<file path="src/rtl/mem_access_unit.sv">
// mem_access_unit: single-outstanding load/store front-end for a big-endian byte-addressed RAM.
// Sub-word stores use read-modify-write; define MAU_ALIGN_CHECK_EN to reject misaligned accesses.
module mem_access_unit #(
    parameter int unsigned G = 10
) (
    input  logic         CLK,
    input  logic         RST,
    input  logic         req_valid,
    output logic         req_ready,
    input  logic         req_we,
    input  logic [1:0]   req_size,
    input  logic         req_signed,
    input  logic [G-1:0] req_addr,
    input  logic [31:0]  req_wdata,
    output logic         resp_valid,
    input  logic         resp_ready,
    output logic [31:0]  resp_rdata,
    output logic         resp_err,
    output logic [G-1:0] ram_addr,
    output logic [31:0]  ram_wdata,
    output logic         ram_en,
    input  logic [31:0]  ram_rdata
);
    localparam int unsigned DW = 32;
    localparam int unsigned KW = 24;
    localparam logic [1:0] SZ_HALF = 2'b01;
    localparam logic [1:0] SZ_WORD = 2'b10;
    localparam logic [1:0] SZ_RSVD = 2'b11;

    typedef enum logic [1:0] {IDLE, READ, WRITE, RESP} state_t;

    state_t         state, state_nxt;
    logic           we_q;
    logic [1:0]     size_q;
    logic           signed_q;
    logic [G-1:0]   addr_q;
    logic [DW-1:0]  wdata_q;
    logic [KW-1:0]  word_q;
    logic [DW-1:0]  rdata_q;
    logic           err_q;
    logic           misaligned_c;
    logic           bad_req_c;

`ifdef MAU_ALIGN_CHECK_EN
    assign misaligned_c = ((req_size == SZ_HALF) && req_addr[0]) ||
                          ((req_size == SZ_WORD) && (req_addr[1:0] != 2'b00));
`else
    assign misaligned_c = 1'b0;
`endif
    assign bad_req_c = (req_size == SZ_RSVD) || misaligned_c;

    // Leftmost byte/halfword of the big-endian word, extended to 32 bits.
    function automatic logic [DW-1:0] load_extend(input logic [DW-1:0] w,
                                                  input logic [1:0] sz,
                                                  input logic sgn);
        logic [DW-1:0] r;
        case (sz)
            2'b00:   r = {{24{sgn & w[31]}}, w[31:24]};
            2'b01:   r = {{16{sgn & w[31]}}, w[31:16]};
            default: r = w;
        endcase
        return r;
    endfunction

    always_ff @(posedge CLK) begin
        if (RST) state <= IDLE;
        else     state <= state_nxt;
    end

    always_comb begin
        state_nxt  = state;
        req_ready  = 1'b0;
        resp_valid = 1'b0;
        ram_en     = 1'b0;
        ram_wdata  = '0;
        ram_addr   = addr_q;
        resp_rdata = rdata_q;
        resp_err   = err_q;
        case (state)
            IDLE: begin
                req_ready = 1'b1;
                if (req_valid) begin
                    if (bad_req_c)                          state_nxt = RESP;
                    else if (req_we && req_size == SZ_WORD) state_nxt = WRITE;
                    else                                    state_nxt = READ;
                end
            end
            READ:  state_nxt = we_q ? WRITE : RESP;
            WRITE: begin
                ram_en = 1'b1;
                case (size_q)
                    SZ_WORD: ram_wdata = wdata_q;
                    SZ_HALF: ram_wdata = {wdata_q[15:0], word_q[15:0]};
                    default: ram_wdata = {wdata_q[7:0], word_q[23:0]};
                endcase
                state_nxt = RESP;
            end
            RESP: begin
                resp_valid = 1'b1;
                if (resp_ready) state_nxt = IDLE;
            end
            default: state_nxt = IDLE;
        endcase
        // Reset forces every output quiet in the same cycle, suppressing any pending write.
        if (RST) begin
            state_nxt  = IDLE;
            req_ready  = 1'b0;
            resp_valid = 1'b0;
            ram_en     = 1'b0;
            ram_wdata  = '0;
            ram_addr   = '0;
            resp_rdata = '0;
            resp_err   = 1'b0;
        end
    end

    // Request latch, RMW capture and response registers.
    always_ff @(posedge CLK) begin
        if (RST) begin
            we_q     <= 1'b0;
            size_q   <= 2'b00;
            signed_q <= 1'b0;
            addr_q   <= '0;
            wdata_q  <= '0;
            word_q   <= '0;
            rdata_q  <= '0;
            err_q    <= 1'b0;
        end else begin
            case (state)
                IDLE: begin
                    if (req_valid) begin
                        we_q     <= req_we;
                        size_q   <= req_size;
                        signed_q <= req_signed;
                        addr_q   <= req_addr;
                        wdata_q  <= req_wdata;
                        rdata_q  <= '0;
                        err_q    <= bad_req_c;
                    end
                end
                READ: begin
                    word_q <= ram_rdata[KW-1:0];
                    if (!we_q) rdata_q <= load_extend(ram_rdata, size_q, signed_q);
                end
                default: ;
            endcase
        end
    end
endmodule

</file>
<file path="config.mk">
export PLATFORM = sky130hd
export DESIGN_NAME = mem_access_unit
export DESIGN_NICKNAME = d
export VERILOG_FILES = /design/src/rtl/mem_access_unit.sv
export SDC_FILE = /design/constraint.sdc
export NUM_CORES = 1
export LEC_CHECK = 0
export CAP_MARGIN = 5
export CORE_ASPECT_RATIO = 1.4
export CORE_MARGIN = 2
export CORE_UTILIZATION = 25
export CTS_CLUSTER_SIZE = 25
export DETAILED_ROUTE_END_ITERATION = 12
export SLEW_MARGIN = 10
export SYNTH_ARGS = -nofsm -noshare
export SYNTH_HDL_FRONTEND = slang
export SYNTH_SLANG_ARGS = --single-unit
</file>
<file path="constraint.sdc">
create_clock -name CLK -period 2.5 [get_ports CLK]
set_clock_uncertainty 0.2 [all_clocks]
set_input_delay 0.5 -clock CLK [delete_from_list [all_inputs] [get_ports CLK]]
set_output_delay 0.5 -clock CLK [all_outputs]
set_load 0.02 [all_outputs]
</file>
==> impl_metrics.ini <==
[drt]
wl_met3_um = 1262
routed_via_density = 4.764
antenna_left = 0
firstDrtPassIters = 5
wl_um = 17600
wl_per_cell_um = 17.09
top_layer_used = met4
vias = 4907
drc = 0
route.met2.wl_um = 8333
drt_iter0_drc = 352
wl_met1_um = 7380

[clocking]
cts_root_buffer = clkbuf_16
numCtsBuffers = 9
cts_sinks = 105
cts_max_path_buffers = 2
cts_setup_buffers = 0
cts_tree = yes
clock_latency_ns = 0.35
cts_hold_buf = 0
cts_htree_levels = 3
clkTransAtPathRegs_ns = 0.07

[power_and_ir_drop]
ir_worst_vdd_mv = 0.3765
internal-power_w = 0.003693
clkPwrFrac = 0.262
seqPwrFrac = 0.366
power.leakage_nw = 2.885
pwr_density_cell_mw_per_mm2 = 756.0
combPwrFrac = 0.372
power.switching_w = 0.001964
p_sw_frac = 0.3472

[final_layout]
layout-drive-gt1-share = 0.1739
stdcell_area_mm2 = 0.007483
fillers = 1961
ff_latch_area_mm2 = 0.002105
utilization = 0.3879
most-common-layout-cells = clkdlybuf4s50_1, dfxtp_1, nand2_1
multi_input_area_mm2 = 0.002599
layout_commonest_cell = clkdlybuf4s50_1
nNetsFinal = 867
fin_cells = 1030
diodes = 0
area_growth_pct = 51.80

[die]
die_w_um = 122.7
start_util = 0.2555
dieArea_mm2 = 0.02087
die_y_um = 170.2
core_area_mm2 = 0.01929
rows = 60
ioPinCount = 160

[setup_path]
worstPathRequired_ns = 1.80
path_max_fanout = 16
slowest_stage = clkdlybuf4s50_1
criticalPathCategory = input pin to primary output
slowest_delay_ns = 0.63
worst_path_most_repeated_cell = buf_4
cp.arrival_ns = 1.77
endpoint_kind = primary output
startpoint_type = input pin
path_cells = buf_4 > buf_4 > buf_4 > nor2_1 > clkdlybuf4s50_1

[logic_synthesis]
ys_warn_count = 0
synth_area_per_cell_um2 = 7.926
synth_area_mm2 = 0.004930
synth-seq-cells = 105
synth_sequential_area_ratio = 0.4264
syn_inst = 622
synth_cell_types = 33
synth.net_count = 712

[timing]
tightestPinTransition_ns = 0.4587
slew_violations = 0
relSlewSlack = 0.6942
hold_viol = 0
rsz0062_at_grt = true
period_share = 0.9887
setup_viol = 0
min_period_ns = 2.472
tns_ns = 0
max_freq_mhz = 404.6

[run]
cap_violations = 0

[global_routing]
grt_max_degree = 41
antenna_found_initial = 0
grt_pass1_vias = 4638
grt_pass1_wl_um = 26140
grt_util_all_layers = 0.1649
grt_overflow = 0

[placement]
dpl.cell_count = 1011
hpwl_um = 13120
place_area_mm2 = 0.007002
port-buffer-count = 159
place_congestion = 0.8400

[hold_path]
hold_class = flip-flop to flip-flop

[status]
status = finished, final reports clean
==> power groups by stage <==
stage | clock network, W | registers, W | logic, W
after global routing | 0.00159 | 0.00210 | 0.00230
final | 0.00148 | 0.00207 | 0.00210
after detailed placement | 0 | 0.00209 | 0.00198
after floorplan | 0 | 0.00203 | 0.00122
after global placement | 0 | 0.00209 | 0.00197
after CTS | 0.00152 | 0.00206 | 0.00207
==> metal layers <==
layer | vias up | track usage
li1 | 2451 | -
met1 | 2259 | 0.2068
met2 | 168 | 0.2601
met3 | 29 | 0.04491
met4 | 0 | 0.07646
met5 | - | 0
==> cells in the mapped netlist, drive strengths merged <==
| cell type | instances | area [um^2] |
|---|---|---|
| nand2b | 5 | 33.78 |
| a221oi | 7 | 61.31 |
| dfxtp | 105 | 2102 |
| a22oi | 33 | 247.7 |
| clkbuf | 37 | 138.9 |
| o21ai | 3 | 15.01 |
| a211oi | 16 | 120.1 |
| mux2i | 24 | 240.2 |
| nor2b | 15 | 101.3 |
| buf | 24 | 138.9 |
| or3 | 1 | 6.260 |
| o211ai | 1 | 7.510 |
| ha | 8 | 100.1 |
| o211a | 1 | 10.01 |
| a211o | 1 | 8.760 |
| a2111o | 1 | 11.26 |
| inv | 37 | 138.9 |
| o32ai | 32 | 280.3 |
| and4b | 1 | 10.01 |
| nor2 | 90 | 337.8 |
| and3 | 1 | 6.260 |
| a22o | 8 | 70.07 |
| and2 | 2 | 12.52 |
| a21o | 1 | 7.510 |
| a21oi | 73 | 365.4 |
| nand2 | 94 | 352.8 |
| nand3 | 1 | 5.000 |
==> registers in the layout, summed over array words and instances, names as in the netlist <==
| signal | flops |
|---|---|
| wdata_q | 32 |
| size_q | 2 |
| signed_q | 1 |
| rdata_q | 32 |
| addr_q | 10 |
| we_q | 1 |
| state | 2 |
| err_q | 1 |
| word_q | 24 |
==> layout make-up <==
type,count,area share
Clock buffer,13,0.03478
Timing Repair Buffer,205,0.2705
Multi-Input combinational cell,419,0.3473
Inverter,37,0.01856
Sequential cell,105,0.2812
Tap cell,248,0.04146
Clock inverter,3,0.006186
==> logic make-up (layout without fill, tap and decap cells) <==
logic type / Yosys count / count (layout) / share of synthesized area
simple gates: 210 / 210 / 0.1756
compound gates: 177 / 177 / 0.2444
flops: 105 / 105 / 0.4264
buf+inv: 98 / 258 / 0.08452
mux: 24 / 24 / 0.04873
fa+ha+maj: 8 / 8 / 0.02031
==> timing repair <==
item,CTS,global route
resized for setup,183,39
pin swaps,4,7
cloned,1,2
endpoints found under the setup margin,35,40
==> worst max-delay path: cells and delay by family <==
| family | cells | cell delay [ns] |
|---|---|---|
| buffers and inverters | 4 | 1.14 |
| AND/OR/NAND/NOR | 1 | 0.12 |
==> per-stage QoR <==
stage	power [W]	hold WS [ns]	setup WS (ns)
6_report	0.005658	0.2488	0.02837
5_1_grt	0.005984	0.2697	-0.01486
4_1_cts	0.005652	0.2503	0.008069
3_5_place_dp	0.004069	0.2413	-0.1637
3_3_place_gp	0.004056	0.2367	-0.2065
2_1_floorplan	0.003247	0.2273	0.1018
==> worst paths after layout <==
| check | slack (ns) | depth (start not counted) | from | end |
|---|---|---|---|---|
| max reg2reg | 0.50 | 9 | size_q[1]$_SDFFE_PP0P_ | rdata_q[21]$_SDFFE_PP0P_ |
| min | 0.25 | 2 | addr_q[2]$_SDFFE_PP0P_ | addr_q[2]$_SDFFE_PP0P_ |
| max | 0.03 | 5 | RST | resp_rdata[1] |
| min reg2reg | 0.25 | 2 | addr_q[2]$_SDFFE_PP0P_ | addr_q[2]$_SDFFE_PP0P_ |
Power figures use the tool's default switching activity.
